[src/rtl/tour_cmd_pkg.sv]
// Shared types and constants for the knight-tour command sequencer.
package tour_cmd_pkg;

  typedef enum logic [2:0] {IDLE, VERT, WAIT_V, HORZ, WAIT_H} state_e;

  localparam logic [3:0] MOVE    = 4'h2;
  localparam logic [3:0] MOVE_FF = 4'h3;

  localparam logic [7:0] HDG_N = 8'h00;
  localparam logic [7:0] HDG_W = 8'h3F;
  localparam logic [7:0] HDG_S = 8'h7F;
  localparam logic [7:0] HDG_E = 8'hBF;

  localparam logic [7:0] RESP_ACK = 8'hA5;
  localparam logic [7:0] RESP_POS = 8'h5A;

  localparam logic [4:0] LAST_MV = 5'd23;

  typedef struct packed {
    logic [7:0] leg1;
    logic [7:0] leg2;
  } legs_t;

endpackage

[src/rtl/tour_cmd_if.sv]
// Command/response bundle between UART wrapper, tour logic, cmd_proc and tour_cmd.
interface tour_cmd_if;
  logic        start_tour;
  logic [7:0]  move;
  logic [4:0]  mv_indx;
  logic [15:0] cmd_UART;
  logic        cmd_rdy_UART;
  logic        clr_cmd_rdy;
  logic        send_resp;
  logic [15:0] cmd;
  logic        cmd_rdy;
  logic [7:0]  resp;

  modport master (
    input  start_tour, move, cmd_UART, cmd_rdy_UART, clr_cmd_rdy, send_resp,
    output mv_indx, cmd, cmd_rdy, resp
  );

  modport slave (
    output start_tour, move, cmd_UART, cmd_rdy_UART, clr_cmd_rdy, send_resp,
    input  mv_indx, cmd, cmd_rdy, resp
  );
endinterface

[src/rtl/tour_move_dec.sv]
// One-hot knight move to {2-square heading, 1-square heading}; lowest set bit wins.
module tour_move_dec
  import tour_cmd_pkg::*;
(
  input  logic [7:0] move_i,
  output legs_t      legs_o
);

  always_comb begin
    legs_o = '{leg1: HDG_N, leg2: HDG_E};
    casez (move_i)
      8'b???????1: legs_o = '{leg1: HDG_N, leg2: HDG_E};
      8'b??????10: legs_o = '{leg1: HDG_N, leg2: HDG_W};
      8'b?????100: legs_o = '{leg1: HDG_W, leg2: HDG_N};
      8'b????1000: legs_o = '{leg1: HDG_W, leg2: HDG_S};
      8'b???10000: legs_o = '{leg1: HDG_S, leg2: HDG_W};
      8'b??100000: legs_o = '{leg1: HDG_S, leg2: HDG_E};
      8'b?1000000: legs_o = '{leg1: HDG_E, leg2: HDG_S};
      8'b10000000: legs_o = '{leg1: HDG_E, leg2: HDG_N};
      default:     legs_o = '{leg1: HDG_N, leg2: HDG_E};
    endcase
  end

endmodule

[src/rtl/tour_cmd.sv]
// Muxes UART commands to cmd_proc when idle; during a tour issues two leg
// commands per knight move and steps mv_indx through 0..LAST_MV.
module tour_cmd
  import tour_cmd_pkg::*;
(
  input  logic       clk,
  input  logic       rst,
  tour_cmd_if.master bus
);

  state_e      state_q, state_d;
  logic [4:0]  mv_q, mv_d;
  logic [7:0]  move_q, move_d;
  logic [15:0] cmd_q, cmd_d;
  logic        rdy_q, rdy_d;
  logic        entry_q, entry_d;
  logic [7:0]  mv_sel;
  legs_t       legs;

  // Move is sampled in the first VERT cycle, after mv_indx has settled,
  // so the tour logic has already presented the move for the new index.
  assign mv_sel = (state_q == VERT && entry_q) ? bus.move : move_q;

  tour_move_dec u_dec (
    .move_i (mv_sel),
    .legs_o (legs)
  );

  always_comb begin
    state_d = state_q;
    mv_d    = mv_q;
    move_d  = move_q;
    cmd_d   = cmd_q;
    rdy_d   = 1'b0;
    entry_d = 1'b0;
    case (state_q)
      IDLE: begin
        if (bus.start_tour) begin
          mv_d    = 5'd0;
          state_d = VERT;
          entry_d = 1'b1;
        end
      end
      VERT: begin
        if (entry_q) move_d = bus.move;
        if (mv_sel == 8'h00) begin
          state_d = IDLE;
        end else if (bus.clr_cmd_rdy) begin
          state_d = WAIT_V;
        end else begin
          rdy_d = 1'b1;
          cmd_d = {MOVE, legs.leg1, 4'h2};
        end
      end
      WAIT_V: begin
        if (bus.send_resp) state_d = HORZ;
      end
      HORZ: begin
        if (bus.clr_cmd_rdy) begin
          state_d = WAIT_H;
        end else begin
          rdy_d = 1'b1;
          cmd_d = {MOVE_FF, legs.leg2, 4'h1};
        end
      end
      WAIT_H: begin
        if (bus.send_resp) begin
          if (mv_q == LAST_MV) begin
            state_d = IDLE;
          end else begin
            mv_d    = mv_q + 5'd1;
            state_d = VERT;
            entry_d = 1'b1;
          end
        end
      end
      default: state_d = IDLE;
    endcase
  end

  always_ff @(posedge clk) begin
    if (rst) begin
      state_q <= IDLE;
      mv_q    <= 5'd0;
      move_q  <= 8'h00;
      cmd_q   <= 16'h0000;
      rdy_q   <= 1'b0;
      entry_q <= 1'b0;
    end else begin
      state_q <= state_d;
      mv_q    <= mv_d;
      move_q  <= move_d;
      cmd_q   <= cmd_d;
      rdy_q   <= rdy_d;
      entry_q <= entry_d;
    end
  end

  always_comb begin
    bus.mv_indx = mv_q;
    if (state_q == IDLE) begin
      bus.cmd     = bus.cmd_UART;
      bus.cmd_rdy = bus.cmd_rdy_UART;
      bus.resp    = RESP_ACK;
    end else begin
      bus.cmd     = cmd_q;
      bus.cmd_rdy = rdy_q;
      bus.resp    = (state_q == WAIT_H && mv_q == LAST_MV) ? RESP_ACK : RESP_POS;
    end
  end

endmodule

[src/flat_wrapper.sv]
// flat-port wrapper written by rule: the top's interface ports become plain ports
module tour_cmd_flat import tour_cmd_pkg::*;
  (clk, rst, bus_start_tour, bus_move, bus_cmd_UART, bus_cmd_rdy_UART, bus_clr_cmd_rdy, bus_send_resp, bus_mv_indx, bus_cmd, bus_cmd_rdy, bus_resp);
  tour_cmd_if bus_i ();
  input  logic clk;
  input  logic rst;
  input wire logic [$bits(bus_i.start_tour)-1:0] bus_start_tour;
  input wire logic [$bits(bus_i.move)-1:0] bus_move;
  input wire logic [$bits(bus_i.cmd_UART)-1:0] bus_cmd_UART;
  input wire logic [$bits(bus_i.cmd_rdy_UART)-1:0] bus_cmd_rdy_UART;
  input wire logic [$bits(bus_i.clr_cmd_rdy)-1:0] bus_clr_cmd_rdy;
  input wire logic [$bits(bus_i.send_resp)-1:0] bus_send_resp;
  output wire logic [$bits(bus_i.mv_indx)-1:0] bus_mv_indx;
  output wire logic [$bits(bus_i.cmd)-1:0] bus_cmd;
  output wire logic [$bits(bus_i.cmd_rdy)-1:0] bus_cmd_rdy;
  output wire logic [$bits(bus_i.resp)-1:0] bus_resp;
  assign bus_i.start_tour = bus_start_tour;
  assign bus_i.move = bus_move;
  assign bus_i.cmd_UART = bus_cmd_UART;
  assign bus_i.cmd_rdy_UART = bus_cmd_rdy_UART;
  assign bus_i.clr_cmd_rdy = bus_clr_cmd_rdy;
  assign bus_i.send_resp = bus_send_resp;
  assign bus_mv_indx = bus_i.mv_indx;
  assign bus_cmd = bus_i.cmd;
  assign bus_cmd_rdy = bus_i.cmd_rdy;
  assign bus_resp = bus_i.resp;
  tour_cmd u_core (.clk(clk), .rst(rst), .bus(bus_i));
endmodule
[config.mk]
export PLATFORM = sky130hd
export DESIGN_NAME = tour_cmd_flat
export DESIGN_NICKNAME = d
export VERILOG_FILES = /design/src/rtl/tour_cmd_pkg.sv /design/src/rtl/tour_cmd_if.sv /design/src/rtl/tour_move_dec.sv /design/src/rtl/tour_cmd.sv /design/src/flat_wrapper.sv
export SDC_FILE = /design/constraint.sdc
export NUM_CORES = 1
export LEC_CHECK = 0
export ABC_CLOCK_PERIOD_IN_PS = 5300
export BUFFER_PORTS_ARGS = -buffer_cell sky130_fd_sc_hd__buf_2
export CORE_MARGIN = 5
export CORE_UTILIZATION = 55
export CTS_CLUSTER_DIAMETER = 200
export DETAILED_ROUTE_END_ITERATION = 16
export PLACE_DENSITY = 0.82
export SLEW_MARGIN = 25
export SYNTH_ARGS = -nofsm -noshare
export SYNTH_HDL_FRONTEND = slang
export SYNTH_HIERARCHICAL = 1
export SYNTH_SLANG_ARGS = --single-unit
[constraint.sdc]
create_clock -name clk -period 5.3 [get_ports clk]
set_clock_uncertainty 0.2 [all_clocks]
set_input_delay 0 -clock clk [delete_from_list [all_inputs] [get_ports clk]]
set_output_delay 0 -clock clk [all_outputs]
set_load 0.02 [all_outputs]
# Word level (Yosys, flattened, before mapping)

Cells that the tools add are included.

Multiplexer cells: 29
Reductions and logical operators: 10
$add $sub $neg: 1
Equal/unequal tests: 21

Operators with widths:

| operator            | count |
|---|---|
| $pmux 16 s7         | 1 |
| $mux 16             | 4 |
| $pmux 16 s2         | 1 |
| $mux 8              | 3 |
| $mux 3              | 6 |
| $ne 2x2->1 const B  | 8 |
| $mux 5              | 3 |
| $pmux 3 s5          | 1 |
| $eq 5x5->1 const B  | 2 |
| $pmux 5 s2          | 1 |
| $eq 8x8->1 const B  | 1 |
| $logic_not 8->1     | 1 |
| $reduce_and 4->1    | 2 |
| $eq 7x7->1 const B  | 1 |
| $mux 1              | 7 |
| $eq 3x2->1 const B  | 2 |
| $eq 3x3->1 const B  | 2 |
| $eq 6x6->1 const B  | 1 |
| $add 5x1->5 const B | 1 |
| $reduce_and 5->1    | 1 |
| $eq 4x4->1 const B  | 1 |
| $pmux 1 s2          | 2 |
| $reduce_bool 2->1   | 2 |
| $eq 3x1->1 const B  | 1 |
| other kinds (5)     | 6 |

Bits of input ports: 30
Bits in registers: 34
Output and inout bits: 30
Word-level logic and storage cells: 67

# Depth between registers and ports, before layout

Gate-level depths: netlist (run 1).

Depth in word-level cells: 8
Mapped depth: 9
Depth with buffers taken out: 6

# By module

The synthesis (run 1) kept the hierarchy.

By module, submodules not included:

| module        | cells each | sequential area each (sq um) | area each (sq um) | instances |
|---|---|---|---|---|
| tour_cmd      | 175        | 580.6                        | 1730.4            | 1 |
| tour_move_dec | 27         | 0.0                          | 182.7             | 1 |

# Worst setup path after synthesis (run 1)

No wires, ideal clock.

Path type: flip-flop to flip-flop
Start point: reg u_core.state_q[2]
End point: reg u_core.cmd_q[11]
Slack: 2.735 ns
Library setup time: 0.088 ns
Cell stages (with the launch flop): 9
Clock period less this slack: 2.565 ns
Buffers on the path: 2
Arrival time: 2.277 ns
Required time: 5.012 ns
Cell sequence: dfxtp_1 buf_6 and4bb_1 buf_6 mux2_2 or4_1 nor4_2 mux2i_1 a311oi_2

RTL lines:

| what                     | line           | text |
|---|---|---|
| start: declaration       | tour_cmd.sv:11 | `state_e state_q, state_d;` |
| start signal: assignment | tour_cmd.sv:90 | `state_q <= state_d;` |
| end signal: assignment   | tour_cmd.sv:93 | `cmd_q <= cmd_d;` |
| end: declaration         | tour_cmd.sv:14 | `logic [15:0] cmd_q, cmd_d;` |

==> results.yml, run 1 <==
outcome:
  outcome: "completed"
clocking:
  cts_tree: "built"
  clk_pin_slew_ns: 0.09
  ctsResizeCount: 0
  cts-root-buf: "clkbuf_4"
  insertion_delay_ns: 0.33
  cts_setup_buffers: 0
  cts.sink_count: 29
  cts_hold_buffers: 10
  htree_levels: 2
  cts_buffers: 5
  clockBufferDepth: 2
yosys:
  synth-warning-count: 6
  postSynth.topFlopCell: "dfxtp_1"
  ys_types: 49
  synth_nets: 233
  netlist_instances: 202
  ys_seq_elements: 29
  synth_area_per_cell_sq_um: 9.47
  synthTopCellsByArea: "dfxtp_1 30%, mux2_2 10%, a311oi_2 6.3%"
  synth_edf_count: 0
  synth_largest_area_cell: "dfxtp_1"
  ys_seq_area_share_pct: 30.3
  synthArstFlopShare_pct: 0
  yosysTopAreaCellShare_pct: 30.3
  syn_area_sq_um: 1910
layout:
  final_cells: 298
  seqCellArea_sq_um: 581
  num-fill-cells: 301
  nets: 282
  drive_gt1_share_pct: 40.9
  multi_input_area_sq_um: 1110
  insertedDiodeCount: 0
  syn2layout_area_growth_pct: 16.3
power_and_ir_drop:
  irDropWorstVdd_uv: 144
  p_per_area_nw_per_um2: 242
  leakage_nw: 0.934
placement:
  portBuffers: 59
  place_ws_ns: 2.09
  dpl.hpwl_um: 3120
  gp_congestion: 0.875
  dp.cells: 279
worst_setup_path:
  crit_family: "simple AND/OR/NAND/NOR gates"
  critical_path_buf_inv_count: 0
  slowest_stage: "and4bb_1"
  crit_type: "flop to flop"
  setup.worst_path.end_class: "flop"
  critPathMaxFanout: 21
  start_kind: "flop"
  crit_required_ns: 5.35
  worstPathCellList: "and4bb_1 -> mux2_2 -> or4_1 -> nor4_2 -> mux2i_1 -> a311oi_2"
  cp_slowest_stage_delay_ns: 0.71
  cp_data_arrival_time_ns: 3.29
job:
  cap_violations: 0
worst_hold_path:
  hold_path.class: "input pin to flop"
floorplanning:
  rows: 21
  core_area_sq_um: 3360
  die_y_um: 69.0
  fp.dieW_um: 69.0
  start_util_pct: 56.9
  die_area_sq_um: 4760
  io_pins: 60
routing:
  first_pass_iters: 5
  wl_um: 4230
  num_vias: 1651
  drc: 0
  dr.first_iter.drc_count: 81
  wl_per_cell_um: 14.2
  ant_nets: 0
  vias_per_cell: 5.54
timing:
  maxSlewViolCount: 0
  hold_viol_final: 0
  worst_slack_ns: 2.06
  max_freq_mhz: 309
  tns_ns: 0
  fin_crit_ns: 3.24
  tightestPinTransition_ns: 0.880
  max_slew_margin_pct: 41.2
  rsz0062_at_grt: "false"
  fin_crit_sh_pct: 61.1
  setup_viol: 0
global_routing:
  grt_max_degree: 22
  grt-ovfl-total: 0
  antenna_found_initial: 0
  grt_first_pass_wirelength_um: 6580
  track_usage_pct: 18.4
  grt_pass1_vias: 1493
## worst register-to-register path, stage by stage (launching register included)
cell and delay (ns):
dfxtp_1 0.60, and4bb_1 0.71, mux2_2 0.43, or4_1 0.57, nor4_2 0.24, mux2i_1 0.12, a311oi_2 0.29
## cell type report
class | instances | share of cell area, %
inverter | 4 | 0.675
clock buffer | 6 | 1.86
multi-input combinational | 140 | 49.8
timing repair buffer | 71 | 18.6
sequential | 29 | 26.1
tap | 46 | 2.59
clock inverter | 2 | 0.450
## cell families after synthesis
kind of cell / after synthesis / share of synthesized area (%)
flops: 29 / 30.3
mux: 28 / 15.8
buf+inv: 33 / 11.8
xor+xnor: 1 / 0.458
fa+ha+maj: 1 / 0.654
compound gates: 41 / 18.2
simple gates: 69 / 22.8
## report_power, final
group | internal (W) | total (W) | switching, W
clock network | 0.0000504 | 0.000125 | 0.0000742
registers | 0.000225 | 0.000233 | 0.00000753
logic | 0.0000738 | 0.000181 | 0.000107
total | 0.000349 | 0.000538 | 0.000189
## stage by stage
step / utilization [%] / hold slack [ns] / power (W) / instance area, sq um
after floorplan: - / -0.0341 / 0.000394 / 1910
after global placement: 61.3 / 0.111 / 0.000410 / 2060
after detailed placement: 61.3 / 0.115 / 0.000412 / 2060
after CTS: 65.8 / 0.00356 / 0.000540 / 2210
after global routing: 66.1 / 0.0516 / 0.000572 / 2220
final: 66.1 / 0.0156 / 0.000538 / 2220
## final timing paths
| kind | startpoint | end | slack, ns | depth (start not counted) |
|---|---|---|---|---|
| worst max register to register | u_core/state_q[1]$_SDFFE_PP0P_ | u_core/cmd_q[11]$_SDFFE_PP0P_ | 2.06 | 6 |
| worst min register to register | u_core/cmd_q[13]$_SDFFE_PP0P_ | u_core/cmd_q[13]$_SDFFE_PP0P_ | 0.25 | 2 |
| worst max-delay path | u_core/state_q[1]$_SDFFE_PP0P_ | u_core/cmd_q[11]$_SDFFE_PP0P_ | 2.06 | 6 |
| worst min-delay path | bus_start_tour | u_core/state_q[1]$_SDFFE_PP0P_ | 0.02 | 5 |
## state kept, by name (all words and copies together), names as in the netlist
| register | flops |
|---|---|
| u_core/entry_q | 1 |
| u_core/state_q | 3 |
| u_core/move_q | 8 |
| u_core/bus.mv_indx | 5 |
| u_core/cmd_q | 11 |
| u_core/rdy_q | 1 |
## synthesized netlist by cell type (2+ instances only)
library cell and number:
mux2i_1 11, a21boi_0 3, a31o_2 3, nor2_1 14, or3_1 2, and2_1 12
o21ai_0 5, nand2_1 10, a311oi_2 8, nand3_1 4, a21oi_1 2, or4_1 3
o21a_1 2, clkbuf_1 5, nor4_2 2, nor3_1 5, mux2_2 17, o31ai_1 2
a31oi_1 9, inv_1 4, nor3b_1 2, buf_2 3, buf_4 16, buf_6 5
dfxtp_1 29
## layer usage
layer	global-route usage, %	vias up	share of wire [%]
met5	0	-	0
met4	6.33	0	1.7
met3	6.48	7	8.5
met2	32.4	64	49
met1	20.4	752	41
li1	-	828	-
## placed cells by master (no fill, tap or decap), drive strengths merged, types with 2 or more instances in the layout
| cell type | count |
|---|---|
| o21ai | 5 |
| a21boi | 3 |
| a311oi | 9 |
| mux2i | 11 |
| a21oi | 2 |
| nor3b | 3 |
| mux2 | 17 |
| o21a | 2 |
| nand4 | 2 |
| dfxtp | 29 |
| or4 | 3 |
| buf | 60 |
| o31ai | 2 |
| clkbuf | 6 |
| a31o | 3 |
| a31oi | 9 |
| nor3 | 5 |
| nor4 | 3 |
| nand4b | 2 |
| and2 | 13 |
| clkinv | 2 |
| or3 | 2 |
| inv | 4 |
| nor2 | 15 |
| nand2 | 10 |
| nand3 | 4 |
| dlygate4sd3 | 11 |
No activity file was read; power rests on OpenSTA's default activity.
==> run 2, diff against run 1 <==
ABC_CLOCK_PERIOD_IN_PS = 2750   (was 5300)
CORE_UTILIZATION = 46   (was 55)
PLACE_DENSITY = 0.73   (was 0.82)
clock period = 2.75 ns   (was 5.3 ns; I/O delays follow)
==> run 2 against run 1 <==
  * Core utilization fell by 9.1 points
  * Global-route usage fell by 2.3 points
  * Flip-flop and latch count did not move
  * Critical path depth did not move
  * Sequential power rose by 90%
  * Cell count rose by 2.3%
  * Sequential share of layout area fell by 0.84 points
  * Clock power rose to 2.8 times the previous value
  * Die area rose by 17%
  * Hold slack improved by 0.045 ns
  * Register-to-register slack got worse by 2.0 ns
  * Total power rose by 110%
  * Critical path type unchanged
==> results.yml, run 2 (synthesis results as in run 1) <==
outcome:
  outcome: "completed"
worst_setup_path:
  crit_type: "flop to flop"
  cp_slowest_stage_delay_ns: 0.58
  cp_data_arrival_time_ns: 2.64
  critPathMaxFanout: 5
  crit_required_ns: 2.74
  slowest_stage: "or4_1"
  start_kind: "flop"
  worstRegToRegCells: 6
  worstPathCellList: "and4bb_1 -> mux2_2 -> or4_1 -> nor4_2 -> mux2i_1 -> a311oi_2"
  setup.worst_path.end_class: "flop"
layout:
  insertedDiodeCount: 0
  top_register: "u_core/cmd_q"
  mostFrequentLayoutCell: "buf_2"
  final_core_util_pct: 57.0
  largest_reg_flops: 11
  syn2layout_area_growth_pct: 20.1
  final_cells: 305
  drive_gt1_share_pct: 42.4
  nets: 286
  final_cell_mix: "59 x buf_2, 29 x dfxtp_1, 17 x mux2_2"
  num-fill-cells: 379
clocking:
  cts_tree: "built"
  htree_levels: 2
  cts-root-buf: "clkbuf_8"
  cts.sink_count: 29
  clk_pin_slew_ns: 0.06
  insertion_delay_ns: 0.28
  cts_buffers: 5
  cts_setup_buffers: 0
  clockBufferDepth: 2
routing:
  drc: 0
  vias_per_cell: 5.44
  num_vias: 1660
  ant_nets: 0
  first_pass_iters: 4
  dr.first_iter.drc_count: 105
  wl_um: 4270
  wl_per_cell_um: 14.0
timing:
  fin_crit_ns: 2.65
  maxSlewViolCount: 0
  max_freq_mhz: 378
  worst_slack_ns: 0.102
  fin_crit_sh_pct: 96.3
  max_slew_margin_pct: 62.1
  hold_viol_final: 0
  tightestPinTransition_ns: 0.566
  setup_viol: 0
global_routing:
  grt_max_degree: 21
  track_usage_pct: 16.1
  grt-ovfl-total: 0
  grt_pass1_vias: 1513
  antenna_found_initial: 0
  grt_first_pass_wirelength_um: 6980
worst_hold_path:
  hold_path.class: "input pin to flop"
  whs_path_depth: 3
power_and_ir_drop:
  clkPwrFrac_pct: 30.4
  p_per_area_nw_per_um2: 503
  netSwitchingFraction_pct: 32.4
  irDropWorstVdd_uv: 260
  pwr-share-comb_pct: 31.4
  p_int_w: 0.000782
  p_sw_w: 0.000375
  pwr-share-seq_pct: 38.2
  leakage_nw: 0.970
floorplanning:
  start_util_pct: 47.5
  io_pins: 60
  die_area_sq_um: 5550
  core_area_sq_um: 4030
  die_y_um: 74.5
  fp.dieW_um: 74.5
  rows: 23
placement:
  gp_congestion: 0.849
  place_ws_ns: 0.119
  portBuffers: 59
  dpl.hpwl_um: 3160
  dp.cells: 288
job:
  cap_violations: 0
==> run 2: cell types whose count changed in the layout (fill, tap and decap cells not counted), sizes merged <==
cell and change:
dlygate4sd3 -1, clkbuf +1, buf +5, clkinv -2
==> run 2: timing repair <==
| item | 4_1_cts | 5_1_grt |
|---|---|---|
| setup endpoints to repair | 0 | 6 |
| hold buffers | 10 | 0 |
| endpoints found under the hold margin | 20 | 0 |
| gates resized for setup | 0 | 1 |
==> run 2: path summary, 6_finish.rpt <==
check / from / to / slack [ns]
min: bus_send_resp / u_core/entry_q$_SDFF_PP0_ / 0.06
max: u_core/state_q[1]$_SDFFE_PP0P_ / u_core/cmd_q[11]$_SDFFE_PP0P_ / 0.10
max reg2reg: u_core/state_q[1]$_SDFFE_PP0P_ / u_core/cmd_q[11]$_SDFFE_PP0P_ / 0.10
min reg2reg: u_core/cmd_q[13]$_SDFFE_PP0P_ / u_core/cmd_q[13]$_SDFFE_PP0P_ / 0.27
==> run 2: power by group through the flow <==
| stage | clock network [W] | registers [W] | logic, W |
|---|---|---|---|
| after global placement | 0 | 0.000451 | 0.000349 |
| after global routing | 0.000378 | 0.000443 | 0.000395 |
| final | 0.000352 | 0.000442 | 0.000363 |
| after detailed placement | 0 | 0.000451 | 0.000352 |
| after floorplan | 0 | 0.000450 | 0.000308 |
| after CTS | 0.000361 | 0.000442 | 0.000364 |
==> run 2: metrics by stage <==
step / power, W / cell area (sq um) / hold slack [ns] / TNS, ns
floorplan: 0.000759 / 1910 / -0.0341 / 0
global placement: 0.000800 / 2110 / 0.111 / 0
detailed placement: 0.000803 / 2110 / 0.109 / 0
CTS: 0.00117 / 2290 / 0.0513 / 0
global route: 0.00122 / 2300 / 0.110 / -0.000138
finish: 0.00116 / 2300 / 0.0609 / 0
==> run 2: metal layers <==
layer | vias up | GRT usage, % | part of all wire (%)
li1 | 836 | - | -
met3 | 7 | 4.73 | 7.8
met4 | 0 | 5.93 | 1.4
met1 | 768 | 20.0 | 44
met5 | - | 0 | 0
met2 | 49 | 26.5 | 47
==> run 2: critical path: cells and delay by family (launching register included) <==
family	cells	cell delay (ns)
AND/OR/NAND/NOR	3	1.22
multiplexers	2	0.55
flip-flops	1	0.31
AO/OA/AOI/OAI	1	0.28
==> run 2: layout make-up <==
type	count	area (sq um)	area share, %
Sequential cell	29	581	25.3
Timing Repair Buffer	75	440	19.2
Clock buffer	7	86.3	3.76
Inverter	4	15.0	0.653
Multi-Input combinational cell	140	1110	48.4
Tap cell	50	62.6	2.72
